===== src/rtl/mrisc_ctrl_pkg.sv =====
// ============================================================================
// Package : mrisc_ctrl_pkg
// Purpose : Shared encodings for the multicycle control unit. It holds the
//           FSM state encoding, the instruction class and branch sub-op codes,
//           the ALUinSel and PCSrc encodings, flag bit positions and the
//           control-word bundle that the top-level decoder drives.
// Ports   : none (package)
// Revision: 1.0 - initial release
// ============================================================================
`default_nettype none

package mrisc_ctrl_pkg;

  typedef enum logic [2:0] {
    S_FETCH  = 3'd0,
    S_DECODE = 3'd1,
    S_EXEC   = 3'd2,
    S_MEM    = 3'd3,
    S_WB     = 3'd4,
    S_HALT   = 3'd5
  } state_t;

  // Instruction classes, taken from opcode[5:3]
  localparam logic [2:0] CLS_ALU_REG = 3'b000;
  localparam logic [2:0] CLS_ALU_IMM = 3'b001;
  localparam logic [2:0] CLS_LOAD    = 3'b010;
  localparam logic [2:0] CLS_STORE   = 3'b011;
  localparam logic [2:0] CLS_BRANCH  = 3'b100;
  localparam logic [2:0] CLS_CALL    = 3'b101;
  localparam logic [2:0] CLS_RETURN  = 3'b110;
  localparam logic [2:0] CLS_MISC    = 3'b111;

  // Within the misc class, only sub-op 111 means HALT; everything else is a NOP
  localparam logic [2:0] SUB_HALT    = 3'b111;

  // Branch condition sub-ops; 110 and 111 are never taken
  localparam logic [2:0] BR_ALWAYS   = 3'b000;
  localparam logic [2:0] BR_Z        = 3'b001;
  localparam logic [2:0] BR_NZ       = 3'b010;
  localparam logic [2:0] BR_S        = 3'b011;
  localparam logic [2:0] BR_NS       = 3'b100;
  localparam logic [2:0] BR_C        = 3'b101;

  // ALU operand-select encodings
  localparam logic [1:0] AIN_REG_REG   = 2'b00;
  localparam logic [1:0] AIN_REG_IMM   = 2'b01;
  localparam logic [1:0] AIN_REG_SHAMT = 2'b10;
  localparam logic [1:0] AIN_PC_OFF    = 2'b11;

  // PC source encodings
  localparam logic [1:0] PCS_INC     = 2'b00;
  localparam logic [1:0] PCS_BRANCH  = 2'b01;
  localparam logic [1:0] PCS_REG     = 2'b10;

  // Bit positions inside the {carry, sign, zero} flag vector
  localparam int FLAG_Z = 0;
  localparam int FLAG_S = 1;
  localparam int FLAG_C = 2;

  typedef struct packed {
    logic       ir_write;
    logic       pc_write;
    logic [1:0] pc_src;
    logic       reg_write;
    logic       mem_read;
    logic       mem_write;
    logic       mem_to_reg;
    logic       data_pc_sel;
    logic       reg_select;
    logic [2:0] alu_op;
    logic [1:0] alu_in_sel;
    logic       halted;
  } ctrl_t;

  function automatic logic is_alu_class(input logic [2:0] cls);
    return (cls == CLS_ALU_REG) || (cls == CLS_ALU_IMM);
  endfunction

endpackage

`default_nettype wire


===== src/rtl/branch_cond_eval.sv =====
// ============================================================================
// Module  : branch_cond_eval
// Purpose : Combinational branch-condition evaluator. It resolves a branch
//           sub-op against the latched ALU flags.
// Ports   : i_subop   [2:0] branch condition sub-op
//           i_flags_q [2:0] latched flags {carry, sign, zero}
//           o_taken         1 when the branch is taken
// Revision: 1.0 - initial release
// ============================================================================
`default_nettype none

module branch_cond_eval
  import mrisc_ctrl_pkg::*;
(
  input  logic [2:0] i_subop,
  input  logic [2:0] i_flags_q,
  output logic       o_taken
);

  always_comb begin
    o_taken = 1'b0;
    case (i_subop)
      BR_ALWAYS: o_taken = 1'b1;
      BR_Z:      o_taken = i_flags_q[FLAG_Z];
      BR_NZ:     o_taken = ~i_flags_q[FLAG_Z];
      BR_S:      o_taken = i_flags_q[FLAG_S];
      BR_NS:     o_taken = ~i_flags_q[FLAG_S];
      BR_C:      o_taken = i_flags_q[FLAG_C];
      default:   o_taken = 1'b0;
    endcase
  end

endmodule

`default_nettype wire


===== src/rtl/multicycle_control_unit.sv =====
// ============================================================================
// Module  : multicycle_control_unit
// Purpose : Moore-style control FSM for a small multicycle RISC datapath
//           (FETCH, DECODE, EXEC, MEM, WB, HALT). The opcode is latched into
//           an internal IR copy at the end of FETCH, and only that copy is
//           decoded.
// Ports   : clk, reset (async, active-low)
//           opcode[OPW-1:0], flags[2:0] {carry, sign, zero}
//           RegWrite, MemRead, MemWrite, MemtoReg, DataPCSel, RegSelect,
//           ALUop[2:0], ALUinSel[1:0], IRWrite, PCWrite, PCSrc[1:0], halted
//           step_req (only when CTRL_SINGLE_STEP_EN is defined)
// Config  : CTRL_SINGLE_STEP_EN - FETCH waits for step_req before latching IR
// Revision: 1.0 - initial release
// ============================================================================
`default_nettype none

module multicycle_control_unit
  import mrisc_ctrl_pkg::*;
#(
  parameter int OPW = 6
) (
  input  logic           clk,
  input  logic           reset,
`ifdef CTRL_SINGLE_STEP_EN
  input  logic           step_req,
`endif
  input  logic [OPW-1:0] opcode,
  input  logic [2:0]     flags,
  output logic           RegWrite,
  output logic           MemRead,
  output logic           MemWrite,
  output logic           MemtoReg,
  output logic           DataPCSel,
  output logic           RegSelect,
  output logic [2:0]     ALUop,
  output logic [1:0]     ALUinSel,
  output logic           IRWrite,
  output logic           PCWrite,
  output logic [1:0]     PCSrc,
  output logic           halted
);

  state_t         r_state;
  logic [OPW-1:0] r_ir;
  logic [2:0]     r_flags_q;

  logic [2:0]     w_cls;
  logic [2:0]     w_sub;
  logic           w_taken;
  logic           w_fetch_go;
  ctrl_t          w_ctl;
  ctrl_t          w_ctl_out;

  assign w_cls = r_ir[5:3];
  assign w_sub = r_ir[2:0];

`ifdef CTRL_SINGLE_STEP_EN
  assign w_fetch_go = step_req;
`else
  assign w_fetch_go = 1'b1;
`endif

  branch_cond_eval u_branch_cond_eval (
    .i_subop   (w_sub),
    .i_flags_q (r_flags_q),
    .o_taken   (w_taken)
  );

  always_ff @(posedge clk or negedge reset) begin
    if (!reset) begin
      r_state   <= S_FETCH;
      r_ir      <= '0;
      r_flags_q <= '0;
    end else begin
      case (r_state)
        S_FETCH: begin
          if (w_fetch_go) begin
            r_ir    <= opcode;
            r_state <= S_DECODE;
          end
        end
        S_DECODE: begin
          if ((w_cls == CLS_MISC) && (w_sub == SUB_HALT)) r_state <= S_HALT;
          else                                            r_state <= S_EXEC;
        end
        S_EXEC: begin
          if (is_alu_class(w_cls)) begin
            // Only ALU results update the condition flags that branches see
            r_flags_q <= flags;
            r_state   <= S_WB;
          end else if ((w_cls == CLS_LOAD) || (w_cls == CLS_STORE)) begin
            r_state <= S_MEM;
          end else begin
            r_state <= S_FETCH;
          end
        end
        S_MEM:   r_state <= (w_cls == CLS_LOAD) ? S_WB : S_FETCH;
        S_WB:    r_state <= S_FETCH;
        S_HALT:  r_state <= S_HALT;
        default: r_state <= S_FETCH;
      endcase
    end
  end

  // Control word derived from the registered state, IR copy and flags_q only
  always_comb begin
    w_ctl = '0;
    case (r_state)
      S_FETCH:  w_ctl.ir_write = w_fetch_go;
      S_DECODE: w_ctl = '0;
      S_EXEC: begin
        case (w_cls)
          CLS_ALU_REG, CLS_ALU_IMM: begin
            w_ctl.alu_op     = w_sub;
            w_ctl.alu_in_sel = (w_cls == CLS_ALU_IMM) ? AIN_REG_IMM : AIN_REG_REG;
          end
          CLS_LOAD, CLS_STORE: begin
            w_ctl.alu_op     = 3'b000;
            w_ctl.alu_in_sel = AIN_REG_IMM;
          end
          CLS_BRANCH: begin
            w_ctl.alu_in_sel = AIN_PC_OFF;
            w_ctl.pc_write   = 1'b1;
            w_ctl.pc_src     = w_taken ? PCS_BRANCH : PCS_INC;
          end
          CLS_CALL: begin
            w_ctl.reg_write   = 1'b1;
            w_ctl.data_pc_sel = 1'b1;
            w_ctl.reg_select  = 1'b1;
            w_ctl.pc_write    = 1'b1;
            w_ctl.pc_src      = PCS_BRANCH;
          end
          CLS_RETURN: begin
            w_ctl.pc_write = 1'b1;
            w_ctl.pc_src   = PCS_REG;
          end
          default: begin
            // Misc NOP: only advance the PC
            w_ctl.pc_write = 1'b1;
            w_ctl.pc_src   = PCS_INC;
          end
        endcase
      end
      S_MEM: begin
        if (w_cls == CLS_LOAD) begin
          w_ctl.mem_read = 1'b1;
        end else begin
          // The store completes in MEM, so that is where its PC update lands
          w_ctl.mem_write = 1'b1;
          w_ctl.pc_write  = 1'b1;
          w_ctl.pc_src    = PCS_INC;
        end
      end
      S_WB: begin
        w_ctl.reg_write  = 1'b1;
        w_ctl.mem_to_reg = (w_cls == CLS_LOAD);
        w_ctl.pc_write   = 1'b1;
        w_ctl.pc_src     = PCS_INC;
      end
      S_HALT:  w_ctl.halted = 1'b1;
      default: w_ctl = '0;
    endcase
  end

  // The FSM sits in FETCH during reset, so the outputs are forced low
  // directly from the reset pin, independent of the clock.
  assign w_ctl_out = reset ? w_ctl : '0;

  assign IRWrite   = w_ctl_out.ir_write;
  assign PCWrite   = w_ctl_out.pc_write;
  assign PCSrc     = w_ctl_out.pc_src;
  assign RegWrite  = w_ctl_out.reg_write;
  assign MemRead   = w_ctl_out.mem_read;
  assign MemWrite  = w_ctl_out.mem_write;
  assign MemtoReg  = w_ctl_out.mem_to_reg;
  assign DataPCSel = w_ctl_out.data_pc_sel;
  assign RegSelect = w_ctl_out.reg_select;
  assign ALUop     = w_ctl_out.alu_op;
  assign ALUinSel  = w_ctl_out.alu_in_sel;
  assign halted    = w_ctl_out.halted;

endmodule

`default_nettype wire


===== config.mk =====
export PLATFORM = sky130hd
export DESIGN_NAME = multicycle_control_unit
export DESIGN_NICKNAME = d
export VERILOG_FILES = /design/src/rtl/mrisc_ctrl_pkg.sv /design/src/rtl/branch_cond_eval.sv /design/src/rtl/multicycle_control_unit.sv
export SDC_FILE = /design/constraint.sdc
export NUM_CORES = 1
export LEC_CHECK = 0
export ABC_CLOCK_PERIOD_IN_PS = 2000
export CORE_UTILIZATION = 44
export CTS_CLUSTER_SIZE = 30
export DETAILED_ROUTE_END_ITERATION = 7
export MAX_ROUTING_LAYER = met4
export PLACE_DENSITY = 0.82
export SLEW_MARGIN = 5
export SYNTH_ARGS = -nofsm -noshare
export SYNTH_HDL_FRONTEND = slang
export SYNTH_SLANG_ARGS = --single-unit

===== constraint.sdc =====
create_clock -name clk -period 2 [get_ports clk]
set_clock_uncertainty 0.05 [all_clocks]
set_input_delay 0.5 -clock clk [delete_from_list [all_inputs] [get_ports clk]]
set_output_delay 0.5 -clock clk [all_outputs]
set_load 0.005 [all_outputs]

==> out/qor.csv, run 1 <==
stage,metric,value,unit
sta,maxSlewViolCount,0,
drt,route.met3.wl,112,um
logic_synthesis,yosysSeqAreaShare,37.0,%
power_and_ir_drop,combPwrFrac,65.4,%
global_routing,grt_start_max_net_pins,14,
sta,slew_headroom,74.8,%
logic_synthesis,yosysUniqueCellTypes,32,
setup_path,end_kind,output port,
drt,routedWlPerCell,16.0,um
clock_tree,root_buffer,clkbuf_4,
drt,ant_nets,0,
placement,dpl.hpwl,1500,um
clock_tree,holdBufCountCts,0,
global_routing,antenna_found_initial,0,
die,core,1730,um^2
sta,rsz0062_at_grt,true,
setup_path,cp-start-kind,flip-flop,
logic_synthesis,syn_avg_cell_area,10.2,um^2
global_routing,grt_pass1_vias,903,
die,die_w,45.0,um
logic_synthesis,yosysTopAreaCell,dfrtp_1,
drt,drc_errors,0,
drt,wl_met2,1450,um
clock_tree,clk-insertion-delay-late,0.28,ns
power_and_ir_drop,p_per_area,1440,nW/um^2
clock_tree,clkTransAtPathRegs,0.09,ns
die,fp-row-count,15,
drt,drt_wl_total,2710,um
clock_tree,cts.sinks,12,
logic_synthesis,syn_area,812,um^2
layout,final_cell_mix,"29 x buf_4, 11 x buf_6, 11 x buf_2",
logic_synthesis,ys_ff_latch,12,
global_routing,grt.total_usage,31.7,%
logic_synthesis,postSynthNetCount,91,
sta,fmax,443,MHz
layout,drive_above_1_share,61.8,%
layout,multi_input_area,541,um^2
layout,register_area,303,um^2
power_and_ir_drop,power_frac_clock,9.7,%
drt,drt_iter0_drc,8,
setup_path,cp_max_fo,2,
sta,tns,-1.58,ns
layout,mostFrequentLayoutCell,buf_4,
drt,via_per_inst,5.31,
logic_synthesis,yosysWarnings,0,
placement,gp_congestion,0.885,
power_and_ir_drop,seqPwrFrac,24.9,%
sta,worst_slew_pin_slew,0.374,ns
die,io_pins,27,
clock_tree,numCtsBuffers,3,
power_and_ir_drop,leakagePower,0.674,nW
layout,finalNetCount,156,
setup_path,crit_required,1.45,ns
job,maxCapViolCount,0,
setup_path,path_class,flip-flop to output port,
drt,wl_met1,1060,um
status,status,"finished, violations left",
min_path,hold_class,primary input to async pin,
placement,dp_slack,-0.825,ns
die,start_util,47.0,%
global_routing,grt_overflow,0,
global_routing,grt_pass1_wl,4360,um
status,violations,setup timing,
sta,min_period_over_period,113,%
sta,finalHoldViolCount,0,
setup_path,crit_arrival,1.71,ns
drt,vias,898,
placement,io_buffers,26,
power_and_ir_drop,internal_power,1.25,mW
power_and_ir_drop,peakVddDrop,0.914,mV
logic_synthesis,synthCells,80,
power_and_ir_drop,p_sw,0.840,mW
die,die_area,2020,um^2
layout,fill_cells,103,
sta,finalSetupViolCount,10,
clock_tree,cts_tree,yes,
clock_tree,htree_levels,1,
drt,top_layer,met4,
die,die_h,45.0,um
clock_tree,clock_path_buffers,2,
sta,post-route-min-period,2.26,ns
logic_synthesis,synthTopCellsByArea,"dfrtp_1 37%, mux2_2 11%, buf_6 4.2%, nor3_1 3.7%, nor2_1 3.7%",
logic_synthesis,synth_top_area_share,37.0,%
layout,final_core_util,84.3,%
layout,antenna_cells,0,
power_and_ir_drop,switching_share,40.2,%
sta,setup_slack,-0.259,ns
layout,area_growth,79.2,%
drt,drt_pass1_iterations,4,
[synth_stat cells (all sizes together)]
library cell,count
and3b,2
nand3b,2
inv,2
nor2b,2
nor4,1
a31oi,1
xor2,1
dfrtp,12
and3,3
o21a,2
nand2,3
buf,5
a22oi,1
nand4,1
a221o,1
nand4bb,1
o22ai,1
o31ai,1
o21ai,3
nor3,7
or2,1
nor3b,1
o21bai,1
mux2,8
nor2,8
a21oi,2
or3b,1
and2,1
nand2b,5
[power by group through the flow]
stage          Clock (mW)  Sequential, mW  Combinational (mW)
6_report            0.204           0.520                1.37
5_1_grt             0.220           0.533                1.47
4_1_cts             0.208           0.502                1.24
3_5_place_dp            0           0.495                1.01
3_3_place_gp            0           0.488               0.983
2_1_floorplan           0           0.463               0.654
[what timing repair did]
| action | 4_1_cts | 5_1_grt |
|---|---|---|
| pin swaps | 10 | 3 |
| gates cloned | 1 | 0 |
| endpoints found under the setup margin | 16 | 15 |
| buffers inserted | 18 | 3 |
| gates resized for setup | 78 | 16 |
[sequential cells by signal, summed over array words and instances (netlist names)]
signal,cells
r_ir,6
r_flags_q,3
r_state,3
[final timing paths]
path                       cells after the start  slack, ns                       end                      from
max                                            5      -0.26                  RegWrite      r_state[0]$_DFF_PN0_
min                                            3       0.34       r_ir[4]$_DFFE_PN0N_                     reset
max reg2reg                                    7       0.15  r_flags_q[2]$_DFFE_PN0P_       r_ir[4]$_DFFE_PN0N_
min reg2reg                                    1       0.47  r_flags_q[2]$_DFFE_PN0P_  r_flags_q[2]$_DFFE_PN0P_
max in group asynchronous                      4       1.23      r_state[1]$_DFF_PN0_                     reset
min in group clk                               1       0.47  r_flags_q[2]$_DFFE_PN0P_  r_flags_q[2]$_DFFE_PN0P_
[area by class of cell]
class                           count  share of cell area (%)
Inverter                            2                   0.516
Multi-Input combinational cell     61                    37.1
Sequential cell                    12                    20.8
Tap cell                           25                    2.15
Clock buffer                        4                    2.49
Timing Repair Buffer               65                    36.9
[critical path, stage by stage, from the launching register on]
cell	delay (ns)
dfrtp_1	0.40
nand4bb_4	0.24
or3b_4	0.40
buf_6	0.13
o22ai_2	0.12
buf_2	0.14
[metrics by stage]
step                      hold WS [ns]  power (mW)  std cells  area [um^2]
final                            0.344        2.09        169         1460
after global routing             0.350        2.22        169         1460
after CTS                        0.334        1.95        166         1410
after detailed placement         0.458        1.51        143         1180
after global placement           0.449        1.47        143         1180
after floorplan                  0.154        1.12         80          812
[per-layer routing]
| layer | vias up | track usage [%] |
|---|---|---|
| met5 | - | - |
| met4 | 0 | 13.3 |
| met3 | 13 | 5.20 |
| met2 | 32 | 56.8 |
| met1 | 436 | 34.2 |
| li1 | 417 | - |
[cell families (layout without fill, tap and decap cells)]
| family | count (synthesis) | in the layout | synth area share (%) |
|---|---|---|---|
| AO/OA/AOI/OAI | 13 | 13 | 10.6 |
| XOR/XNOR | 1 | 1 | 1.08 |
| buffers and inverters | 7 | 71 | 6.93 |
| flip-flops | 12 | 12 | 37.0 |
| multiplexers | 8 | 8 | 11.1 |
| AND/OR/NAND/NOR | 39 | 39 | 33.3 |
No activity file was read; power rests on OpenSTA's default activity.
==> run 2: changes to the inputs <==
- CORE_MARGIN: not set -> 2
==> out/qor.csv, run 2 (synthesized netlist as in run 1, its figures left out) <==
stage,metric,value,unit,change
setup_path,crit_required,1.45,ns,about the same
die,fp-row-count,15,,unchanged
setup_path,worst_path_max_delay_cell,dfrtp_1,,
placement,dp_slack,-0.840,ns,-0.0152 ns
setup_path,end_kind,output port,,
layout,top_register,r_ir,,
die,die_w,47.0,um,+4.4%
die,io_pins,27,,unchanged
setup_path,cp.buffers_inverters,3,,+1
global_routing,antenna_found_initial,0,,unchanged
sta,worst_slew_pin_slew,0.329,ns,-0.0451 ns
setup_path,cp_max_fo,2,,unchanged
layout,antenna_cells,0,,unchanged
job,maxCapViolCount,0,,unchanged
status,status,"finished, violations left",,
clock_tree,cts.sinks,12,,unchanged
sta,rsz0062_at_grt,true,,
setup_path,path_class,flip-flop to output port,,
layout,multi_input_area,587,um^2,+8.6%
clock_tree,cts_tree,yes,,
clock_tree,numCtsBuffers,3,,unchanged
layout,drive_above_1_share,65.8,%,+3.9 points
power_and_ir_drop,p_per_area,1450,nW/um^2,+0.89%
global_routing,grt.total_usage,29.3,%,-2.4 points
setup_path,cp_common_cell,buf_6,,
clock_tree,clkTransAtPathRegs,0.08,ns,about the same
clock_tree,clk-insertion-delay-late,0.27,ns,about the same
clock_tree,holdBufCountCts,0,,unchanged
sta,setup_slack,-0.349,ns,-0.0895 ns
min_path,hold_class,primary input to async pin,,
global_routing,grt_pass1_vias,958,,+6.1%
power_and_ir_drop,peakVddDrop,0.949,mV,+3.9%
placement,place_inst,147,,+2.8%
sta,finalSetupViolCount,12,,+2
drt,via_per_inst,5.47,,+3.0%
drt,routedWlPerCell,17.3,um,+8.2%
die,die_area,2210,um^2,+9.1%
layout,area_growth,89.8,%,
layout,final_core_util,89.3,%,+5.0 points
placement,dpl.hpwl,1600,um,+6.7%
drt,drc_errors,0,,unchanged
layout,fill_cells,80,,-22%
layout,largest_reg_flops,6,,unchanged
die,start_util,47.0,%,unchanged
layout,register_area,303,um^2,unchanged
status,violations,setup timing,,
setup_path,crit_chain,"buf_6, nand4bb_4, or3b_4, buf_6, nor2_4, buf_2",,
clock_tree,clock_path_buffers,2,,unchanged
sta,slew_headroom,77.8,%,+3.0 points
setup_path,critPathMaxStageDelay,0.42,ns,+0.02 ns
drt,vias,936,,+4.2%
setup_path,cpLargestDelayFamily,simple AND/OR/NAND/NOR gates,,
setup_path,crit_arrival,1.80,ns,+0.09 ns
drt,drt_iter0_drc,11,,+3
sta,min_period_over_period,117,%,+4.5 points
clock_tree,root_buffer,clkbuf_4,,
die,core,1730,um^2,unchanged
placement,io_buffers,26,,unchanged
drt,drt_wl_total,2960,um,+9.5%
sta,maxSlewViolCount,0,,unchanged
layout,top_regs,"r_ir: 6 flops, r_flags_q: 3 flops, r_state: 3 flops",,
drt,drt_pass1_iterations,4,,unchanged
global_routing,grt_pass1_wl,4250,um,-2.5%
sta,fmax,426,MHz,-3.8%
sta,post-route-min-period,2.35,ns,+0.0895 ns
setup_path,cp-start-kind,flip-flop,,
clock_tree,htree_levels,1,,unchanged
placement,gp_congestion,0.836,,-5.5%
power_and_ir_drop,leakagePower,0.711,nW,+5.5%
layout,finalNetCount,158,,+1.3%
layout,mostFrequentLayoutCell,buf_4,,
layout,fin_cells,171,,+1.2%
sta,finalHoldViolCount,0,,unchanged
global_routing,grt_start_max_net_pins,16,,+2
layout,final_cell_mix,"24 x buf_4, 19 x buf_6, 11 x buf_2",,
die,die_h,47.0,um,+4.4%
drt,ant_nets,0,,unchanged
global_routing,grt_overflow,0,,unchanged
==> run 2: metal layers <==
layer / vias up / wire (um) / part of all wire, % / track usage [%]
met3: 22 / 156 / 5.3 / 6.54
met4: 0 / 175 / 5.9 / 16.7
met5: - / 0 / 0 / -
li1: 420 / - / - / -
met1: 448 / 1100 / 37 / 29.9
met2: 46 / 1530 / 52 / 51.0
==> run 2: tightest hold or removal path, delay by kind of cell <==
| family | cells | cell delay [ns] |
|---|---|---|
| buf+inv | 3 | 0.64 |
==> run 2: timing repair <==
item	in CTS	in global routing
resized for setup	93	20
endpoints found under the setup margin	16	16
pin swaps	8	7
setup buffers	17	5
cloned	0	0
==> run 2: area by class of cell <==
cell class	count	share of cell area, %
Tap cell	25	2.03
Timing Repair Buffer	67	37.4
Inverter	2	0.487
Sequential cell	12	19.6
Clock buffer	4	2.35
Multi-Input combinational cell	61	38.1
==> run 2: through the flow <==
step | hold slack [ns] | setup TNS, ns | total power [mW] | area (um^2)
finish | 0.449 | -2.57 | 2.24 | 1540
global placement | 0.442 | -9.87 | 1.51 | 1210
CTS | 0.444 | -2.60 | 2.06 | 1470
detailed placement | 0.463 | -10.12 | 1.55 | 1210
floorplan | 0.154 | 0 | 1.12 | 812
global route | 0.475 | -3.36 | 2.35 | 1540
==> run 2: path summary, 6_finish.rpt <==
| check | from | end | slack, ns | depth (start not counted) |
|---|---|---|---|---|
| worst max-delay path | r_state[0]$_DFF_PN0_ | RegSelect | -0.35 | 6 |
| worst min-delay path | reset | r_state[2]$_DFF_PN0_ | 0.45 | 3 |
| worst max register to register | r_state[0]$_DFF_PN0_ | r_flags_q[2]$_DFFE_PN0P_ | 0.21 | 8 |
| worst min register to register | r_flags_q[2]$_DFFE_PN0P_ | r_flags_q[2]$_DFFE_PN0P_ | 0.49 | 1 |
| max in group asynchronous | reset | r_ir[4]$_DFFE_PN0N_ | 1.25 | 3 |
| min in group clk | r_flags_q[2]$_DFFE_PN0P_ | r_flags_q[2]$_DFFE_PN0P_ | 0.49 | 1 |
==> run 2: power breakdown <==
part | total [mW] | switching [mW] | internal (mW)
Combinational | 1.51 | 0.653 | 0.854
Clock | 0.194 | 0.0839 | 0.111
Sequential | 0.534 | 0.162 | 0.372
